==> src/rtl/ram_arb_pkg.sv <==
// Shared types and default geometry for the data-RAM arbiter.
package ram_arb_pkg;

    localparam int RAM_AW           = 12;
    localparam int RAM_DW           = 4;
    localparam int RAM_STARVE_LIMIT = 4;

    typedef enum logic [1:0] {
        IDLE    = 2'd0,
        CPU_ACC = 2'd1,
        DBG_ACC = 2'd2
    } arb_state_t;

endpackage

==> src/rtl/ram_arbiter_if.sv <==
// Requester and RAM-side signal bundle; slave = arbiter view, master = requesters/RAM view.
interface ram_arbiter_if #(
    parameter int AW = ram_arb_pkg::RAM_AW,
    parameter int DW = ram_arb_pkg::RAM_DW
);
    logic          cpu_req;
    logic          cpu_we;
    logic [AW-1:0] cpu_addr;
    logic [DW-1:0] cpu_wdata;
    logic          cpu_gnt;
    logic          cpu_ack;
    logic          cpu_stall;
    logic [DW-1:0] cpu_rdata;

    logic          dbg_req;
    logic          dbg_we;
    logic [AW-1:0] dbg_addr;
    logic [DW-1:0] dbg_wdata;
    logic          dbg_gnt;
    logic          dbg_ack;
    logic [DW-1:0] dbg_rdata;

    logic [AW-1:0] ram_addr;
    logic          ram_cs;
    logic          ram_we;
    logic          ram_oe;
    logic [DW-1:0] ram_wdata;
    logic [DW-1:0] ram_rdata;

    modport slave (
        input  cpu_req, cpu_we, cpu_addr, cpu_wdata,
        output cpu_gnt, cpu_ack, cpu_stall, cpu_rdata,
        input  dbg_req, dbg_we, dbg_addr, dbg_wdata,
        output dbg_gnt, dbg_ack, dbg_rdata,
        output ram_addr, ram_cs, ram_we, ram_oe, ram_wdata,
        input  ram_rdata
    );

    modport master (
        output cpu_req, cpu_we, cpu_addr, cpu_wdata,
        input  cpu_gnt, cpu_ack, cpu_stall, cpu_rdata,
        output dbg_req, dbg_we, dbg_addr, dbg_wdata,
        input  dbg_gnt, dbg_ack, dbg_rdata,
        input  ram_addr, ram_cs, ram_we, ram_oe, ram_wdata,
        output ram_rdata
    );

endinterface

==> src/rtl/ram_arb_starve_cnt.sv <==
// Counts CPU grants taken while DBG waits; flags starvation at STARVE_LIMIT.
// Registered count, combinational compare; clears on DBG grant or when DBG drops its request.
module ram_arb_starve_cnt
    import ram_arb_pkg::*;
#(
    parameter int STARVE_LIMIT = RAM_STARVE_LIMIT
) (
    input  logic clock,
    input  logic reset,
    input  logic i_dbg_req,
    input  logic i_cpu_grant,
    input  logic i_dbg_grant,
    output logic o_starved
);

    logic [3:0] r_cnt;

    always_ff @(posedge clock or posedge reset) begin
        if (reset) begin
            r_cnt <= 4'd0;
        end else if (!i_dbg_req || i_dbg_grant) begin
            r_cnt <= 4'd0;
        end else if (i_cpu_grant) begin
            r_cnt <= r_cnt + 4'd1;
        end
    end

    // Qualified with the live request so a stale count can never steal a slot.
    assign o_starved = i_dbg_req && (r_cnt == 4'(STARVE_LIMIT));

endmodule

==> src/rtl/ram_arbiter.sv <==
// Single-port RAM arbiter, CPU priority; gnt one cycle after req, ack + rdata the cycle after.
// Losers stall with req held; RAM_ARB_STARVE_EN adds the bounded-wait DBG guard.
module ram_arbiter
    import ram_arb_pkg::*;
#(
    parameter int AW           = RAM_AW,
    parameter int DW           = RAM_DW,
    parameter int STARVE_LIMIT = RAM_STARVE_LIMIT
) (
    input  logic         clock,
    input  logic         reset,
    ram_arbiter_if.slave bus
);

    arb_state_t    r_state;
    arb_state_t    w_next;
    logic          w_cpu_grant;
    logic          w_dbg_grant;
    logic          w_starved;

    logic          r_cpu_ack;
    logic          r_dbg_ack;
    logic [DW-1:0] r_cpu_rdata;
    logic [DW-1:0] r_dbg_rdata;

    logic [AW-1:0] r_ram_addr;
    logic [DW-1:0] r_ram_wdata;
    logic          r_ram_cs;
    logic          r_ram_we;
    logic          r_ram_oe;

`ifdef RAM_ARB_STARVE_EN
    ram_arb_starve_cnt #(
        .STARVE_LIMIT (STARVE_LIMIT)
    ) u_starve_cnt (
        .clock       (clock),
        .reset       (reset),
        .i_dbg_req   (bus.dbg_req),
        .i_cpu_grant (w_cpu_grant),
        .i_dbg_grant (w_dbg_grant),
        .o_starved   (w_starved)
    );
`else
    assign w_starved = 1'b0;
`endif

    always_ff @(posedge clock or posedge reset) begin
        if (reset) begin
            r_state <= IDLE;
        end else begin
            r_state <= w_next;
        end
    end

    // Every access lasts one cycle, so only IDLE makes a decision.
    always_comb begin
        w_next      = IDLE;
        w_cpu_grant = 1'b0;
        w_dbg_grant = 1'b0;
        if (r_state == IDLE) begin
            if (bus.cpu_req && !w_starved) begin
                w_next      = CPU_ACC;
                w_cpu_grant = 1'b1;
            end else if (bus.dbg_req) begin
                w_next      = DBG_ACC;
                w_dbg_grant = 1'b1;
            end
        end
    end

    // RAM strobes are loaded on the grant edge so they come straight from flops.
    always_ff @(posedge clock or posedge reset) begin
        if (reset) begin
            r_ram_cs    <= 1'b0;
            r_ram_we    <= 1'b0;
            r_ram_oe    <= 1'b0;
            r_ram_addr  <= '0;
            r_ram_wdata <= '0;
            r_cpu_ack   <= 1'b0;
            r_dbg_ack   <= 1'b0;
            r_cpu_rdata <= '0;
            r_dbg_rdata <= '0;
        end else begin
            r_ram_cs    <= w_cpu_grant | w_dbg_grant;
            r_ram_we    <= (w_cpu_grant & bus.cpu_we) | (w_dbg_grant & bus.dbg_we);
            r_ram_oe    <= (w_cpu_grant & bus.cpu_we) | (w_dbg_grant & bus.dbg_we);
            r_ram_addr  <= w_cpu_grant ? bus.cpu_addr :
                           w_dbg_grant ? bus.dbg_addr : '0;
            r_ram_wdata <= (w_cpu_grant && bus.cpu_we) ? bus.cpu_wdata :
                           (w_dbg_grant && bus.dbg_we) ? bus.dbg_wdata : '0;
            r_cpu_ack   <= (r_state == CPU_ACC);
            r_dbg_ack   <= (r_state == DBG_ACC);
            if (r_state == CPU_ACC && !r_ram_we) begin
                r_cpu_rdata <= bus.ram_rdata;
            end
            if (r_state == DBG_ACC && !r_ram_we) begin
                r_dbg_rdata <= bus.ram_rdata;
            end
        end
    end

    assign bus.cpu_gnt   = (r_state == CPU_ACC);
    assign bus.dbg_gnt   = (r_state == DBG_ACC);
    assign bus.cpu_ack   = r_cpu_ack;
    assign bus.dbg_ack   = r_dbg_ack;
    assign bus.cpu_stall = bus.cpu_req & ~bus.cpu_gnt & ~r_cpu_ack;
    assign bus.cpu_rdata = r_cpu_rdata;
    assign bus.dbg_rdata = r_dbg_rdata;

    assign bus.ram_addr  = r_ram_addr;
    assign bus.ram_cs    = r_ram_cs;
    assign bus.ram_we    = r_ram_we;
    assign bus.ram_oe    = r_ram_oe;
    assign bus.ram_wdata = r_ram_wdata;

endmodule

==> src/flat_wrapper.sv <==
// flat-port wrapper written by rule: the top's interface ports become plain ports
module ram_arbiter_flat import ram_arb_pkg::*;
#(
    parameter int AW           = RAM_AW,
    parameter int DW           = RAM_DW,
    parameter int STARVE_LIMIT = RAM_STARVE_LIMIT
)
  (clock, reset, bus_cpu_req, bus_cpu_we, bus_cpu_addr, bus_cpu_wdata, bus_cpu_gnt, bus_cpu_ack, bus_cpu_stall, bus_cpu_rdata, bus_dbg_req, bus_dbg_we, bus_dbg_addr, bus_dbg_wdata, bus_dbg_gnt, bus_dbg_ack, bus_dbg_rdata, bus_ram_addr, bus_ram_cs, bus_ram_we, bus_ram_oe, bus_ram_wdata, bus_ram_rdata);
  ram_arbiter_if #(.AW(AW), .DW(DW)) bus_i ();
  input  logic clock;
  input  logic reset;
  input wire logic [$bits(bus_i.cpu_req)-1:0] bus_cpu_req;
  input wire logic [$bits(bus_i.cpu_we)-1:0] bus_cpu_we;
  input wire logic [$bits(bus_i.cpu_addr)-1:0] bus_cpu_addr;
  input wire logic [$bits(bus_i.cpu_wdata)-1:0] bus_cpu_wdata;
  output wire logic [$bits(bus_i.cpu_gnt)-1:0] bus_cpu_gnt;
  output wire logic [$bits(bus_i.cpu_ack)-1:0] bus_cpu_ack;
  output wire logic [$bits(bus_i.cpu_stall)-1:0] bus_cpu_stall;
  output wire logic [$bits(bus_i.cpu_rdata)-1:0] bus_cpu_rdata;
  input wire logic [$bits(bus_i.dbg_req)-1:0] bus_dbg_req;
  input wire logic [$bits(bus_i.dbg_we)-1:0] bus_dbg_we;
  input wire logic [$bits(bus_i.dbg_addr)-1:0] bus_dbg_addr;
  input wire logic [$bits(bus_i.dbg_wdata)-1:0] bus_dbg_wdata;
  output wire logic [$bits(bus_i.dbg_gnt)-1:0] bus_dbg_gnt;
  output wire logic [$bits(bus_i.dbg_ack)-1:0] bus_dbg_ack;
  output wire logic [$bits(bus_i.dbg_rdata)-1:0] bus_dbg_rdata;
  output wire logic [$bits(bus_i.ram_addr)-1:0] bus_ram_addr;
  output wire logic [$bits(bus_i.ram_cs)-1:0] bus_ram_cs;
  output wire logic [$bits(bus_i.ram_we)-1:0] bus_ram_we;
  output wire logic [$bits(bus_i.ram_oe)-1:0] bus_ram_oe;
  output wire logic [$bits(bus_i.ram_wdata)-1:0] bus_ram_wdata;
  input wire logic [$bits(bus_i.ram_rdata)-1:0] bus_ram_rdata;
  assign bus_i.cpu_req = bus_cpu_req;
  assign bus_i.cpu_we = bus_cpu_we;
  assign bus_i.cpu_addr = bus_cpu_addr;
  assign bus_i.cpu_wdata = bus_cpu_wdata;
  assign bus_cpu_gnt = bus_i.cpu_gnt;
  assign bus_cpu_ack = bus_i.cpu_ack;
  assign bus_cpu_stall = bus_i.cpu_stall;
  assign bus_cpu_rdata = bus_i.cpu_rdata;
  assign bus_i.dbg_req = bus_dbg_req;
  assign bus_i.dbg_we = bus_dbg_we;
  assign bus_i.dbg_addr = bus_dbg_addr;
  assign bus_i.dbg_wdata = bus_dbg_wdata;
  assign bus_dbg_gnt = bus_i.dbg_gnt;
  assign bus_dbg_ack = bus_i.dbg_ack;
  assign bus_dbg_rdata = bus_i.dbg_rdata;
  assign bus_ram_addr = bus_i.ram_addr;
  assign bus_ram_cs = bus_i.ram_cs;
  assign bus_ram_we = bus_i.ram_we;
  assign bus_ram_oe = bus_i.ram_oe;
  assign bus_ram_wdata = bus_i.ram_wdata;
  assign bus_i.ram_rdata = bus_ram_rdata;
  ram_arbiter #(.AW(AW), .DW(DW), .STARVE_LIMIT(STARVE_LIMIT)) u_core (.clock(clock), .reset(reset), .bus(bus_i));
endmodule
==> config.mk <==
export PLATFORM = sky130hd
export DESIGN_NAME = ram_arbiter_flat
export DESIGN_NICKNAME = d
export VERILOG_FILES = /design/src/rtl/ram_arb_pkg.sv /design/src/rtl/ram_arbiter_if.sv /design/src/rtl/ram_arb_starve_cnt.sv /design/src/rtl/ram_arbiter.sv /design/src/flat_wrapper.sv
export SDC_FILE = /design/constraint.sdc
export NUM_CORES = 1
export LEC_CHECK = 0
export ABC_CLOCK_PERIOD_IN_PS = 1550
export CAP_MARGIN = 5
export CELL_PAD_IN_SITES_DETAIL_PLACEMENT = 1
export CELL_PAD_IN_SITES_GLOBAL_PLACEMENT = 2
export CORE_AREA = 2 2 77 79
export CTS_CLUSTER_SIZE = 30
export DETAILED_ROUTE_END_ITERATION = 6
export DIE_AREA = 0 0 79 81
export PLACE_DENSITY_LB_ADDON = 0.1
export SLEW_MARGIN = 5
export SYNTH_ARGS = -nofsm -noshare
export SYNTH_HDL_FRONTEND = slang
export SYNTH_SLANG_ARGS = --single-unit
export TNS_END_PERCENT = 1
==> constraint.sdc <==
create_clock -name clock -period 1.55 [get_ports clock]
set_input_delay 0.465 -clock clock [delete_from_list [all_inputs] [get_ports clock]]
set_output_delay 0.465 -clock clock [all_outputs]
set_load 0.01 [all_outputs]
== After elaboration in Yosys (flattened, before gate mapping) ==
Cells that the tools add are included.

* Flip-flop bits (word level): 30
* Output and inout bits: 32
* Logic and storage cells: 37

* Eq/ne operators: 2
* Muxes and demuxes: 12
* Bitwise operators: 8
* Reduce and logical (&&, ||, !) cells: 6

{| class="wikitable"
|+ Operators with widths
! cell !! number
|-
| $mux 12 || 2
|-
| $mux 4 || 2
|-
| $mux 2 || 3
|-
| $mux 1 || 5
|-
| $and 1x1->1 || 4
|-
| $logic_and 1x1->1 || 4
|-
| $eq 2x1->1 const B || 1
|-
| $eq 2x2->1 const B || 1
|-
| $logic_not 2->1 || 1
|-
| $not 1->1 || 2
|-
| $or 1x1->1 || 2
|-
| $logic_not 1->1 || 1
|}

== Longest topological paths before layout ==
Gate-level depths: netlist of the first run.

* Depth after elaboration: 6
* Depth in mapped cells: 4

== Least setup slack after synthesis of the first run ==
No wires, ideal clock.

* Path type: reg2out
* From: reg u_core.r_state[0]
* To: out bus_cpu_stall
* Data arrival time: 984 ps
* Required time: 1085 ps
* Setup slack: 101 ps
* Cell stages (with the launch flop): 4
* Buffers on the path: 1
* Cell sequence: dfrtp_1 -> buf_6 -> nor2b_1 -> nor3b_1

* Word-level cells in the longest chain between the ends: 4

{| class="wikitable"
|+ RTL lines
! what !! RTL line !! RTL
|-
| start: declaration || ram_arbiter.sv:15 || <nowiki>arb_state_t r_state;</nowiki>
|-
| start signal: assignment || ram_arbiter.sv:51 || <nowiki>r_state <= w_next;</nowiki>
|-
| $eq 2x1->1 || ram_arbiter.sv:102 || <nowiki>assign bus.cpu_gnt = (r_state == CPU_ACC);</nowiki>
|-
| net bus_cpu_gnt || flat_wrapper.sv:16 || <nowiki>output wire logic [$bits(bus_i.cpu_gnt)-1:0] bus_cpu_gnt;</nowiki>
|-
| $not 1->1 || ram_arbiter.sv:106 || <nowiki>assign bus.cpu_stall = bus.cpu_req & ~bus.cpu_gnt & ~r_cpu_ack;</nowiki>
|-
| $and 1x1->1 (2 in series) || ram_arbiter.sv:106 ||
|-
| end: declaration || flat_wrapper.sv:18 || <nowiki>output wire logic [$bits(bus_i.cpu_stall)-1:0] bus_cpu_stall;</nowiki>
|}

The timed path passes the listed nets, and every way through them passes these cells.

== Final worst setup path of the first run ==
* From: reg u_core.r_state[0]
* To: out bus_cpu_stall

* Word-level cells in the longest chain between the ends: 4

{| class="wikitable"
|+ RTL lines
! what !! RTL line
|-
| $eq 2x1->1 || ram_arbiter.sv:102
|-
| $not 1->1 || ram_arbiter.sv:106
|-
| $and 1x1->1 (2 in series) || ram_arbiter.sv:106
|}

No other way between the ends.

==> results.env, run 1 <==
CRIT_END_CATEGORY='output pin'
GRT_MAX_DEGREE=31
FINAL_UTIL_PCT=37.1
CLOCK_TREE_FROM_TRITONCTS='done'
TIMING.FINAL.CRIT_PERIOD_NS=1.54
DESIGN.DIE.AREA_MM2=0.00640
IOS=74
POST_ROUTE_NON_FILLER_STANDARD_CELL_COUNT=232
ANTENNA_VIOLATING_NETS_POST_ROUTE=0
CLOCK_POWER_SHARE_PCT=33.6
POST_SYN_NETS=113
CLK_PIN_SLEW_WORST_PATHS_NS=0.06
WORSTMARGINPINSLEW_NS=0.286
SEQUENTIAL_ELEMENT_SHARE_OF_THE_SYNTHESIZED_AREA_PCT=65.9
CORE-AREA_MM2=0.00568
AREA_GROWTH_SYN_TO_LAYOUT_PCT=84.7
GRT.TOTAL_USAGE_PCT=10.9
GRT_ANTENNA_BEFORE_REPAIR=0
IO_BUFFER_COUNT=73
HOLD_PATH_DEPTH=1
MAX-CAP-VIOLATIONS=0
YS_SEQ_ELEMENTS=30
PRECTSSETUPSLACK_NS=-0.594
NETLIST_AREA_MM2=0.00114
FMAXACHIEVABLE_GHz=0.649
WORSTPATHCELLLIST='nor2b_4 -> nor3b_2 -> buf_2'
TRITONCTS.NUM_BUFFERS=5
CLOCK_TREE.ROOT_CELL='sky130_fd_sc_hd__clkbuf_8'
RSZ_0062_RAISED_AFTER_GLOBAL_ROUTING='yes'
P_LEAK_nW=1.00
CRITPATHREQUIREDTIME_NS=1.08
FF2FF_PATH_DEPTH=4
PLACE.DETAILED.INSTANCES=223
DIE_H_UM=81
ROUTED_WIRELENGTH_NORMALIZED_BY_INSTANCE_COUNT_UM=13.6
GR-USAGE-MET3_PCT=5.22
NUM-FILL-CELLS=641
FIRST_GLOBAL_VIAS=1097
CTS.PATH.MAX_BUFFERS=2
GLOBALPLACE.CONGESTION=0.687
YOSYSWARNINGS=0
DR.PASS1.ITERS=3
STARTPOINT_TYPE_OF_THE_WORST_SETUP_PATH='flip-flop'
HOLD_CLASS='reg2reg'
PLACEMENTROWS=28
CRITICAL_PATH.MAX_STAGE_DELAY_NS=0.38
GRT_UTIL_MET2_PCT=19.2
TOP_USAGE_LAYER='met2'
CRITICAL_PATH_ARRIVAL_NS=1.08
FINALHOLDVIOLCOUNT=0
POWER.SWITCHING_FRACTION_PCT=24.8
FINALMAXSLEWVIOLATIONS=0
IR_DROP_mV=0.332
CRIT_SLOWEST_CELL='sky130_fd_sc_hd__dfrtp_1'
INTERNAL_POWER_W=0.00166
TIMING.FINAL.WS_SETUP_NS=0.00836
SEQ_POWER_SHARE_PCT=42.5
POST_DRT_VIA_CELL_RATIO=4.06
CLOCK_LATENCY_NS=0.28
GLOBALROUTE.TOTALOVERFLOW=0
P_COMB_SHARE_PCT=23.9
POST-LAYOUT-TOTAL-POWER_W=0.00221
POST_CTS_HOLD_BUFFER_COUNT=0
FINAL.SETUP.TNS_NS=0
NNETSFINAL=198
LAYOUT-DRIVE-GT1-SHARE_PCT=24.8
FINAL_MIN_PERIOD_OVER_CLOCK_PERIOD_PCT=99.5
DRT_ITER0_DRC=29
FLOORPLAN.INITIALDENSITY_PCT=20.1
RUN_STATUS='completed'
POWER_PER_CELL_AREA_mW_PER_MM2=1050
HPWL_AFTER_DETAILED_PLACEMENT_MM=2.40
SYNTH.AVG_CELL_AREA_UM2=16.1
TIMING_WORST_SETUP_PATH_TYPE='reg2out'
CTS_HTREE_LEVELS=2
SETUP_VIOLATIONS=0
P_SWITCHING_W=0.000549
ROUTED_WIRELENGTH_MM=3.16
POST-ROUTE-DRC-COUNT=0
SYNTH_CELLS=71
OVERALL_VIA_COUNT_FROM_DETAIL_ROUTE=941
CTS_NUM_SINKS=30
GRT_PASS1_WL_MM=5.17
GRT.MET1_USAGE_PCT=11.2
YOSYSUNIQUECELLTYPES=16
CLOCK-SKEW-FINAL_NS=0.00410
CRITICAL_PATH.MAX_FANOUT=3
WIDTH_OF_THE_DIE_UM=79
INSERTEDDIODECOUNT=0
TIMING.MAX_SLEW.REL_SLACK_PCT=80.9
-- state kept, by name (all words and copies together), names as in the netlist --
name / count
u_core.bus.cpu_rdata: 4
u_core.bus.dbg_rdata: 4
u_core.bus.ram_cs: 1
u_core.bus.cpu_ack: 1
u_core.bus.ram_addr: 12
u_core.bus.ram_wdata: 4
u_core.bus.dbg_ack: 1
u_core.bus.ram_we: 1
u_core.r_state: 2
-- power by group through the flow --
| stage | Combinational, W | Sequential (W) | Clock (W) |
|---|---|---|---|
| 6_report | 0.000528 | 0.000939 | 0.000744 |
| 5_1_grt | 0.000578 | 0.000952 | 0.000825 |
| 2_1_floorplan | 0.000166 | 0.00101 | 0 |
| 4_1_cts | 0.000541 | 0.000941 | 0.000775 |
| 3_3_place_gp | 0.000607 | 0.000951 | 0 |
| 3_5_place_dp | 0.000612 | 0.000960 | 0 |
-- layout by cell type (no fill, tap or decap) --
master,instances
sky130_fd_sc_hd__nor3b_2,3
sky130_fd_sc_hd__buf_4,8
sky130_fd_sc_hd__clkdlybuf4s50_1,40
sky130_fd_sc_hd__buf_2,3
sky130_fd_sc_hd__dfrtp_1,28
sky130_fd_sc_hd__mux2_2,8
sky130_fd_sc_hd__and4bb_2,1
sky130_fd_sc_hd__nor3_1,1
sky130_fd_sc_hd__clkbuf_8,8
sky130_fd_sc_hd__dfrtp_2,2
sky130_fd_sc_hd__a32o_1,4
sky130_fd_sc_hd__nor2b_4,1
sky130_fd_sc_hd__nor3b_4,1
sky130_fd_sc_hd__nor4b_4,1
sky130_fd_sc_hd__nor2b_2,1
sky130_fd_sc_hd__buf_12,2
sky130_fd_sc_hd__nor2_1,1
sky130_fd_sc_hd__a21o_1,1
sky130_fd_sc_hd__dlygate4sd2_1,30
sky130_fd_sc_hd__a22o_1,12
sky130_fd_sc_hd__inv_1,1
-- stage by stage --
step / hold slack [ns] / cell area [µm²]
final: 0.504 / 2110
after global placement: 0.490 / 2020
after CTS: 0.508 / 2100
after global routing: 0.526 / 2110
after detailed placement: 0.498 / 2020
after floorplan: 0.534 / 1140
-- cell type report --
type                            instances  area (µm²)  area share, %
Clock buffer                            8         110           5.23
Multi-Input combinational cell         35         367           17.4
Sequential cell                        30         753           35.8
Timing Repair Buffer                   83         778           37.0
Tap cell                               75        93.8           4.46
Inverter                                1        3.75          0.178
-- final timing paths --
kind / start / endpoint / slack, ns
min: u_core.bus.cpu_rdata[1] / u_core.bus.cpu_rdata[1] / 0.50
max: u_core.r_state[0] / bus_cpu_stall / 0.008
min reg2reg: u_core.bus.cpu_rdata[1] / u_core.bus.cpu_rdata[1] / 0.50
max reg2reg: u_core.r_state[0] / u_core.bus.dbg_rdata[0] / 0.07
max in group asynchronous: reset / u_core.r_state[1] / 0.84
min in group asynchronous: reset / u_core.bus.ram_addr[3] / 0.53
-- synthesized netlist by cell type --
| library cell | instances | share of area, % |
|---|---|---|
| sky130_fd_sc_hd__nor2b_1 | 2 | 1.1 |
| sky130_fd_sc_hd__and4bb_2 | 1 | 1.1 |
| sky130_fd_sc_hd__nor3b_2 | 3 | 3.3 |
| sky130_fd_sc_hd__nor4b_4 | 1 | 2.1 |
| sky130_fd_sc_hd__mux2_2 | 8 | 7.9 |
| sky130_fd_sc_hd__nor3b_1 | 1 | 0.66 |
| sky130_fd_sc_hd__nor3_1 | 1 | 0.44 |
| sky130_fd_sc_hd__nor2_1 | 1 | 0.33 |
| sky130_fd_sc_hd__buf_4 | 1 | 0.66 |
| sky130_fd_sc_hd__a32o_1 | 4 | 3.5 |
| sky130_fd_sc_hd__buf_2 | 2 | 0.88 |
| sky130_fd_sc_hd__inv_1 | 1 | 0.33 |
| sky130_fd_sc_hd__dfrtp_1 | 30 | 66 |
| sky130_fd_sc_hd__buf_6 | 2 | 2.0 |
| sky130_fd_sc_hd__a21o_1 | 1 | 0.66 |
| sky130_fd_sc_hd__a22o_1 | 12 | 9.2 |
-- worst max-delay path: cells and delay by family (launching register included) --
family | cells | cell delay [ns]
simple gates | 2 | 0.28
buf+inv | 1 | 0.14
flops | 1 | 0.38
-- layer usage --
layer  vias up  share of wire (%)
met3         7                9.0
met2        44                 52
met5         -                  0
met1       458                 37
li1        432                  -
met4         0                1.5
-- cell families after synthesis --
| kind of cell | Yosys count | share of synthesized area, % |
|---|---|---|
| AO/OA/AOI/OAI | 17 | 13.4 |
| buffers and inverters | 6 | 3.84 |
| flip-flops | 30 | 65.9 |
| multiplexers | 8 | 7.90 |
| AND/OR/NAND/NOR | 10 | 9.00 |
-- what timing repair did --
item,CTS,global route
gates cloned,0,0
resized for setup,47,2
setup buffers,1,0
setup endpoints to repair,37,3
No activity file was read; power rests on OpenSTA's default activity.
==> run 2, diff against run 1 <==
Settings changed: GPL_TIMING_DRIVEN set to 1.
==> results of run 2 <==
No change in the layout: final DEF, timing and power equal those of run 1.
==> run 3, diff against run 2 <==
Settings changed: CORE_AREA 2 2 77 79 to 2 2 75 77, CTS_BUF_LIST set to sky130_fd_sc_hd__clkbuf_4, DIE_AREA 0 0 79 81 to 0 0 77 79.
==> results.env, run 3 (synthesized netlist as in run 1, its figures left out) <==
CTS.PATH.MAX_BUFFERS=2  # unchanged
CORE-AREA_MM2=0.00534  # -6.0%
POST-ROUTE-DRC-COUNT=0  # unchanged
HPWL_AFTER_DETAILED_PLACEMENT_MM=2.47  # +2.6%
SETUP_VIOLATIONS=2  # +2
FINAL.SETUP.TNS_NS=-0.139  # -0.139 ns
FINALMAXSLEWVIOLATIONS=0  # unchanged
POST-LAYOUT-TOTAL-POWER_W=0.00191  # -14%
WORSTMARGINPINSLEW_NS=0.263  # -0.0228 ns
LAYOUT-DRIVE-GT1-SHARE_PCT=23.3  # -1.6 points
CTS_NUM_SINKS=30  # unchanged
AREA_GROWTH_SYN_TO_LAYOUT_PCT=78.8
ROUTED_WIRELENGTH_MM=3.11  # -1.6%
PLACE.DETAILED.INSTANCES=221  # -0.90%
TRITONCTS.NUM_BUFFERS=5  # unchanged
GRT_MAX_DEGREE=21  # -32%
FMAXACHIEVABLE_GHz=0.609  # -6.1%
CRITICAL_PATH_ARRIVAL_NS=1.18  # +0.10 ns
CLOCK_LATENCY_NS=0.31  # +0.03 ns
TIMING.MAX_SLEW.REL_SLACK_PCT=82.4  # +1.5 points
DRT_ITER0_DRC=19  # -34%
POWER_PER_CELL_AREA_mW_PER_MM2=935  # -11%
IOS=74  # unchanged
CLOCK_TREE_FROM_TRITONCTS='done'
OVERALL_VIA_COUNT_FROM_DETAIL_ROUTE=957  # +1.7%
FINAL_MIN_PERIOD_OVER_CLOCK_PERIOD_PCT=106  # +6.5 points
TIMING.FINAL.WS_SETUP_NS=-0.0921  # -0.100 ns
PLACEMENTROWS=27  # -3.6%
TIMING.FINAL.CRIT_PERIOD_NS=1.64  # +0.100 ns
CP-STARTPOINT='u_core.r_state[0]'
FIRST_GLOBAL_VIAS=1023  # -6.7%
STARTPOINT_TYPE_OF_THE_WORST_SETUP_PATH='flip-flop'
FINALHOLDVIOLCOUNT=0  # unchanged
TIMING_WORST_SETUP_PATH_TYPE='reg2out'
FF2FF_PATH_DEPTH=5  # +1
REGTOREGSTARTPOINT='u_core.r_state[0]'
POST_CTS_HOLD_BUFFER_COUNT=0  # unchanged
MOST_COMMON_LIBRARY_CELL_IN_THE_LAYOUT_IGNORING_FILL_AND_TAPS='sky130_fd_sc_hd__clkdlybuf4s50_1'
CRITICAL_PATH.MAX_FANOUT=3  # unchanged
REG2REG_TO='u_core.bus.dbg_rdata[1]'
FLOORPLAN.INITIALDENSITY_PCT=21.4  # +1.3 points
DESIGN.DIE.AREA_MM2=0.00608  # -4.9%
ROUTED_WIRELENGTH_NORMALIZED_BY_INSTANCE_COUNT_UM=13.4  # -1.2%
FINAL_CELL_MIX='40 x sky130_fd_sc_hd__clkdlybuf4s50_1, 30 x sky130_fd_sc_hd__dfrtp_1, 29 x sky130_fd_sc_hd__dlygate4sd2_1'
HOLD_CLASS='in2async'
CTS_HTREE_LEVELS=2  # unchanged
NNETSFINAL=200  # +1.0%
VIOLATIONS='setup timing'
RUN_STATUS='finished with violations'
GRT_PASS1_WL_MM=4.98  # -3.6%
MAX_REG_FLOPS=12  # unchanged
POST_DRT_VIA_CELL_RATIO=4.14  # +2.1%
DIE_H_UM=79  # -2.5%
PRECTSSETUPSLACK_NS=-0.683  # -0.0889 ns
WIDTH_OF_THE_DIE_UM=77  # -2.5%
CRITPATHREQUIREDTIME_NS=1.08  # about the same
CLOCK-SKEW-FINAL_NS=0.00736  # +0.00326 ns
INSERTEDDIODECOUNT=0  # unchanged
WHS_NS=0.441  # -0.0623 ns
DR.PASS1.ITERS=2  # -1
CLK_PIN_SLEW_WORST_PATHS_NS=0.09  # +0.03 ns
ANTENNA_VIOLATING_NETS_POST_ROUTE=0  # unchanged
POST_ROUTE_NON_FILLER_STANDARD_CELL_COUNT=231  # -0.43%
GRT_ANTENNA_BEFORE_REPAIR=0  # unchanged
GLOBALPLACE.CONGESTION=0.626  # -8.9%
GRT.TOTAL_USAGE_PCT=10.6  # -0.35 points
RSZ_0062_RAISED_AFTER_GLOBAL_ROUTING='yes'
CRITPATHCAPTURE='bus_cpu_stall'
RRSETUPSLACK_NS=0.11  # +0.04 ns
MAX-CAP-VIOLATIONS=0  # unchanged
CRIT_END_CATEGORY='output pin'
IR_DROP_mV=0.315  # -5.1%
IO_BUFFER_COUNT=73  # unchanged
CLOCK_TREE.ROOT_CELL='sky130_fd_sc_hd__clkbuf_4'
P_LEAK_nW=0.983  # -1.9%
GLOBALROUTE.TOTALOVERFLOW=0  # unchanged
## run 3: layer usage
layer / GRT usage (%) / share of wire, % / vias to the layer above
li1: - / - / 436
met1: 11.1 / 39 / 467
met2: 17.5 / 48 / 50
met3: 6.48 / 12 / 4
met4: 3.75 / 1.0 / 0
met5: 0 / 0 / -
## run 3: what timing repair did
action / CTS / global route
setup buffers: 1 / 1
endpoints found under the setup margin: 32 / 4
gates resized for setup: 43 / 4
## run 3: layout make-up
cell class	instances	area (µm²)
Timing Repair Buffer	85	782
Clock buffer	6	45.0
Inverter	1	3.75
Fill cell	622	3300
Tap cell	72	90.1
Multi-Input combinational cell	35	358
Sequential cell	30	751
Clock inverter	2	8.76
## run 3: power by group
part | switching, W | internal [W] | total (W)
combinational | 0.000209 | 0.000321 | 0.000530
sequential | 0.0000436 | 0.000890 | 0.000934
clock | 0.000255 | 0.000188 | 0.000442
total | 0.000507 | 0.00140 | 0.00191
## run 3: stage by stage
stage,instance area [µm²],util [%]
global route,2040,38.2
detailed placement,2010,37.6
CTS,2030,38.0
floorplan,1140,-
global placement,2010,37.6
finish,2040,38.2
## run 3: worst min-delay path by stage
| stage | from | endpoint | slack [ns] | cells after the start |
|---|---|---|---|---|
| 2_1_floorplan | u_core.r_state[0] | u_core.bus.ram_cs | 0.53 | 2 |
| 3_3_place_gp | u_core.r_state[1] | u_core.bus.ram_cs | 0.47 | 1 |
| 3_5_place_dp | u_core.r_state[1] | u_core.bus.ram_cs | 0.47 | 1 |
| 4_1_cts | reset | u_core.bus.ram_addr[9] | 0.44 | 3 |
| 5_1_grt | reset | u_core.bus.ram_addr[3] | 0.46 | 3 |
| 6_report | reset | u_core.bus.ram_addr[9] | 0.44 | 3 |
## run 3: critical path, stage by stage, from the launching register on
cell	delay, ns
sky130_fd_sc_hd__dfrtp_1	0.41
sky130_fd_sc_hd__nor2b_4	0.14
sky130_fd_sc_hd__nor3b_2	0.16
sky130_fd_sc_hd__buf_2	0.16
